**config.mk**
```make
export PLATFORM = sky130hd
export DESIGN_NAME = gravity_lock_ctrl
export DESIGN_NICKNAME = d
export VERILOG_FILES = /design/src/rtl/gravity_lock_ctrl.sv
export SDC_FILE = /design/constraint.sdc
export NUM_CORES = 1
export LEC_CHECK = 0
export CORE_MARGIN = 2
export CORE_UTILIZATION = 55
export CTS_CLUSTER_DIAMETER = 30
export DETAILED_ROUTE_END_ITERATION = 8
export PLACE_DENSITY_LB_ADDON = 0.3
export SLEW_MARGIN = 20
export SYNTH_ARGS = -nofsm -noshare
export SYNTH_HDL_FRONTEND = slang
export SYNTH_SLANG_ARGS = --single-unit
```
**constraint.sdc**
```tcl
create_clock -name clk -period 6 [get_ports clk]
set_input_delay 1.2 -clock clk [delete_from_list [all_inputs] [get_ports clk]]
set_output_delay 1.2 -clock clk [all_outputs]
set_load 0.05 [all_outputs]
```
**src/rtl/gravity_lock_ctrl.sv**
```systemverilog
// gravity_lock_ctrl: level-paced fall requests and bounded lock-delay scheduling for the active brick
module gravity_lock_ctrl #(
  parameter int LEVEL_LEN = 4,
  parameter int CNT_W = 24,
  parameter logic [CNT_W-1:0] BASE_PERIOD = 24'd6000000,
  parameter logic [CNT_W-1:0] STEP = 24'd350000,
  parameter logic [CNT_W-1:0] MIN_PERIOD = 24'd400000,
  parameter logic [CNT_W-1:0] LOCK_TICKS = 24'd3000000,
  parameter int MAX_RESETS = 4
) (
  input  logic clk,
  input  logic rst,
  input  logic enable,
  input  logic [LEVEL_LEN-1:0] level,
  input  logic fall_done,
  input  logic fall_blocked,
  input  logic move_ok,
  input  logic hard_drop,
  input  logic place_ack,
  input  logic piece_new,
  output logic fall_req,
  output logic place_req,
  output logic lock_active,
  output logic [3:0] resets_left
);
  typedef enum logic [2:0] {IDLE, FALLING, FALL_REQ, LOCKING, PLACE_REQ, SPAWN_WAIT} state_t;
  state_t state, state_n;
  logic [CNT_W-1:0] cnt, cnt_n, lock_cnt, lock_cnt_n, period_q, period, prod;
  logic [CNT_W:0] sum;
  logic [3:0] resets_n;
  always_comb begin
    prod = CNT_W'(level) * STEP;
    sum = {1'b0, prod} + {1'b0, MIN_PERIOD};
    period = (sum > {1'b0, BASE_PERIOD}) ? MIN_PERIOD : BASE_PERIOD - prod;
  end
  always_comb begin
    state_n = state;
    cnt_n = cnt;
    lock_cnt_n = lock_cnt;
    resets_n = resets_left;
    if (!enable) begin
      state_n = IDLE;
      cnt_n = '0;
      lock_cnt_n = '0;
    end else begin
      case (state)
        IDLE: begin
          state_n = FALLING;
          cnt_n = '0;
        end
        FALLING: begin
          cnt_n = cnt + CNT_W'(1);
          if (hard_drop) state_n = PLACE_REQ;
          else if (piece_new) begin
            cnt_n = '0;
            resets_n = 4'(MAX_RESETS);
          end else if (cnt == period_q - CNT_W'(1)) state_n = FALL_REQ;
        end
        FALL_REQ: if (fall_done) begin
          state_n = fall_blocked ? LOCKING : FALLING;
          cnt_n = '0;
          lock_cnt_n = '0;
        end
        LOCKING: begin
          lock_cnt_n = lock_cnt + CNT_W'(1);
          if (hard_drop) state_n = PLACE_REQ;
          else if (piece_new) begin
            state_n = FALLING;
            cnt_n = '0;
            resets_n = 4'(MAX_RESETS);
          end else if (move_ok && resets_left != 4'd0) begin
            state_n = FALLING;
            cnt_n = '0;
            resets_n = resets_left - 4'd1;
          end else if (lock_cnt == LOCK_TICKS - CNT_W'(1)) state_n = PLACE_REQ;
        end
        PLACE_REQ: state_n = place_ack ? SPAWN_WAIT : PLACE_REQ;
        SPAWN_WAIT: if (piece_new) begin
          state_n = FALLING;
          cnt_n = '0;
          resets_n = 4'(MAX_RESETS);
        end
        default: state_n = IDLE;
      endcase
    end
  end
  // outputs are decoded from next state so they appear in the same cycle as the new state
  always_ff @(posedge clk) begin
    if (!rst) begin
      state <= IDLE;
      cnt <= '0;
      lock_cnt <= '0;
      period_q <= BASE_PERIOD;
      resets_left <= 4'(MAX_RESETS);
      fall_req <= 1'b0;
      place_req <= 1'b0;
      lock_active <= 1'b0;
    end else begin
      state <= state_n;
      cnt <= cnt_n;
      lock_cnt <= lock_cnt_n;
      resets_left <= resets_n;
      fall_req <= state_n == FALL_REQ;
      place_req <= state_n == PLACE_REQ;
      lock_active <= state_n == LOCKING;
      if (state_n == FALLING && state != FALLING) period_q <= period;
    end
  end
endmodule

```
==> flow_summary_export.csv <==
group,metric,value,unit
run_status,status,"finished, final reports clean",
setup_path,start_kind,"primary input",
power,powerDensity,255,mW/mm²
sta,worst_slack,551,ps
routing,vias,5747,
logic_synthesis,synthTopCellsByArea,"dfxtp_1 (27%), ha_1 (5.9%), nor2_1 (5.1%), nand2_1 (5.0%), xnor2_1 (4.8%)",
placed_design,globalplace.congestion,0.883,
power,clock_power_share,30.4,%
placed_design,hpwl,11.2,mm
logic_synthesis,ys_async_sr_fraction,0,%
setup_path,cpPeakStageDelay,540,ps
logic_synthesis,ys_warn_count,0,
final_layout,fillers,927,
setup_path,cp-end-kind,"flip-flop",
floorplan,initial_core_util,56.8,%
setup_path,path_class,"primary input to flip-flop",
clock_tree,htreeDepth,3,
floorplan,fp.dieH,107,µm
clock_tree,cts.sinks,78,
final_layout,num-nets-final,820,
setup_path,worstPathBufferInverterCount,3,
routing,drc,0,
sta,relSlewSlack,21.8,%
sta,setup_viol,0,
logic_synthesis,synth.avg_cell_area,7.62,µm²
floorplan,rows,37,
setup_path,crit_required,6240,ps
routing,final_antenna_net_count,0,
setup_path,crit_path_max_fanout,10,
clock_tree,post_cts_buffers,0,
setup_path,rr_worst_depth,10,
routing,route.detailed.wl_per_inst,16.1,µm
logic_synthesis,synth_top_area_share,26.5,%
sta,whs,493,ps
routing,drtPass1Iterations,8,
global_route,grt_overflow,0,
clock_tree,path_clk_slew,90,ps
sta,skew,16.1,ps
setup_path,crit_cells,15,
power,seq_power_share,34.9,%
sta,hold_violations,0,
logic_synthesis,ys_top_cells_by_count,"nor2_1 (80), nand2_1 (79), dfxtp_1 (78), a21oi_1 (51), o21ai_0 (42)",
power,p_switching,0.000578,W
logic_synthesis,synth_top_area_cell,"dfxtp_1",
floorplan,fp.coreArea,0.0104,mm²
sta,rsz0062_at_grt,"no",
logic_synthesis,synthCells,773,
setup_path,cp_slowest_cell,"clkdlybuf4s50_1",
power,p_total,0.00163,W
global_route,grt_first_pass_wirelength,24.8,mm
global_route,grt_max_degree,26,
sta,maxSlewViolCount,0,
routing,wirelength,14.8,mm
final_layout,area_growth,8.82,%
logic_synthesis,synth-edff-count,0,
clock_tree,cts_buffer_depth,2,
floorplan,die_area,0.0115,mm²
logic_synthesis,synth_cell_types,76,
final_layout,antenna_cells,0,
sta,tightest_slew,1140,ps
sta,fin_crit,5450,ps
global_route,grtUsageTotal,26.5,%
power,sw_frac_of_total,35.4,%
sta,clock.fmax,184,MHz
power,share_comb_of_total_power,34.7,%
clock_tree,numCtsBuffers,9,
logic_synthesis,synth.cell_area,0.00589,mm²
clock_tree,ctsResizeCount,0,
clock_tree,root_buffer,"clkbuf_8",
setup_path,worstPathArrival,5690,ps
logic_synthesis,synth-seq-cells,78,
hold_path,holdCritPathClass,"flip-flop to flip-flop",
final_layout,utilization,61.8,%
routing,drtIter0Drc,590,
global_route,grt_pass1_vias,5306,
floorplan,num_io_pins,20,
global_route,antenna_found_initial,0,
clock_tree,cts_tree,"yes",
power,cellLeakagePower,2.29,nW
clock_tree,clk_latency,360,ps
power,ir_worst_vdd,0.168,mV
setup_path,crit_chain,"clkdlybuf4s50_1 -> inv_1 -> fa_1 -> inv_1 -> ha_1 -> ha_1 -> and2_4 -> a221o_1 -> or3_4 -> a211oi_2 -> nor3_1 -> a41o_1 -> a21oi_4 -> o21ai_4 -> o32a_1",
final_layout,drive_gt1_share,5.76,%
power,p_int,0.00105,W
sta,period_share,90.8,%
floorplan,die_w,107,µm
clock_tree,ctsHoldBuffers,0,
logic_synthesis,synth_nets,817,
logic_synthesis,ys.flop_type,"dfxtp_1",
job,maxCapViolations,0,
setup_path,cpLargestDelayFamily,"compound AO/OA/AOI/OAI gates",
hold_path,holdPathStages,2,
placed_design,dpl_worst_slack,235,ps
routing,viasPerCell,6.27,
logic_synthesis,yosysMostFrequentCell,"nor2_1",
logic_synthesis,seq_area_frac_synth,26.5,%
placed_design,portBuffers,19,
sta,setup_tns,0,ps
==> sequential cells by signal, indices dropped and copies added, names as in the netlist <==
register and count:
resets_left 4, period_q 20, fall_req 1, place_req 1, lock_active 1, state 3
cnt 24, lock_cnt 24
==> power groups by stage <==
stage               sequential, W  clock, W  combinational (W)
floorplan                0.000567         0           0.000450
global placement         0.000580         0           0.000543
detailed placement       0.000581         0           0.000554
CTS                      0.000569  0.000502           0.000559
global route             0.000572  0.000523           0.000625
finish                   0.000570  0.000495           0.000567
==> final cells by class <==
class | instances | area [µm²] | share of cell area, %
Clock inverter | 6 | 118 | 1.84
Multi-Input combinational cell | 630 | 4070 | 63.6
Tap cell | 136 | 170 | 2.66
Inverter | 34 | 128 | 1.99
Timing Repair Buffer | 23 | 220 | 3.44
Clock buffer | 10 | 138 | 2.15
Sequential cell | 78 | 1560 | 24.4
==> worst paths after layout <==
| check | from | end | slack [ps] |
|---|---|---|---|
| hold / removal | lock_cnt[1]$_SDFFE_PN0P_ | lock_cnt[1]$_SDFFE_PN0P_ | 490 |
| setup reg to reg | lock_cnt[0]$_SDFFE_PN0P_ | period_q[17]$_SDFFE_PN1P_ | 2340 |
| setup / recovery | level[1] | period_q[17]$_SDFFE_PN1P_ | 550 |
| hold reg to reg | lock_cnt[1]$_SDFFE_PN0P_ | lock_cnt[1]$_SDFFE_PN0P_ | 490 |
==> per-layer routing <==
layer / routed length (µm) / global-route usage [%] / part of all wire [%]
met4: 213 / 8.33 / 1.4
met2: 7220 / 45.3 / 49
met3: 691 / 3.75 / 4.7
met5: 0 / 0 / 0
met1: 6640 / 34.3 / 45
==> through the flow <==
stage | std cells | instance area (µm²)
floorplan | 773 | 5890
global placement | 901 | 6150
detailed placement | 901 | 6150
CTS | 917 | 6410
global route | 917 | 6410
finish | 917 | 6410
==> worst reg2reg max path, delay by kind of cell, from the launching register on <==
kind                     cells  cell delay, ps
AND/OR/NAND/NOR              5            1640
AO/OA/AOI/OAI                4            1320
flip-flops                   1             370
adder cells (fa/ha/maj)      1             190
==> kinds of logic after synthesis <==
logic type               Yosys count  share of synthesized area [%]
XOR/XNOR                          56                           8.33
multiplexers                      13                           2.36
AND/OR/NAND/NOR                  330                           28.0
buffers and inverters             65                           4.31
AO/OA/AOI/OAI                    200                           23.5
adder cells (fa/ha/maj)           31                           6.97
flip-flops                        78                           26.5
==> placed cells by master (no fill, tap or decap), types with 6 or more instances in the layout <==
cell type / n
a21oi_1: 51
a311oi_1: 7
a31oi_1: 10
and2_1: 9
and3_1: 15
clkbuf_8: 10
clkdlybuf4s50_1: 19
dfxtp_1: 78
ha_1: 28
inv_1: 34
mux2_2: 7
mux2i_1: 6
nand2_1: 79
nand2b_1: 6
nand3_1: 40
nand4_1: 16
nor2_1: 80
nor3_1: 25
nor4_1: 7
o211ai_1: 12
o21a_1: 6
o21ai_0: 42
o31ai_1: 9
or3_1: 16
or4_1: 8
xnor2_1: 32
xor2_1: 24
No activity file was read; power rests on OpenSTA's default activity.
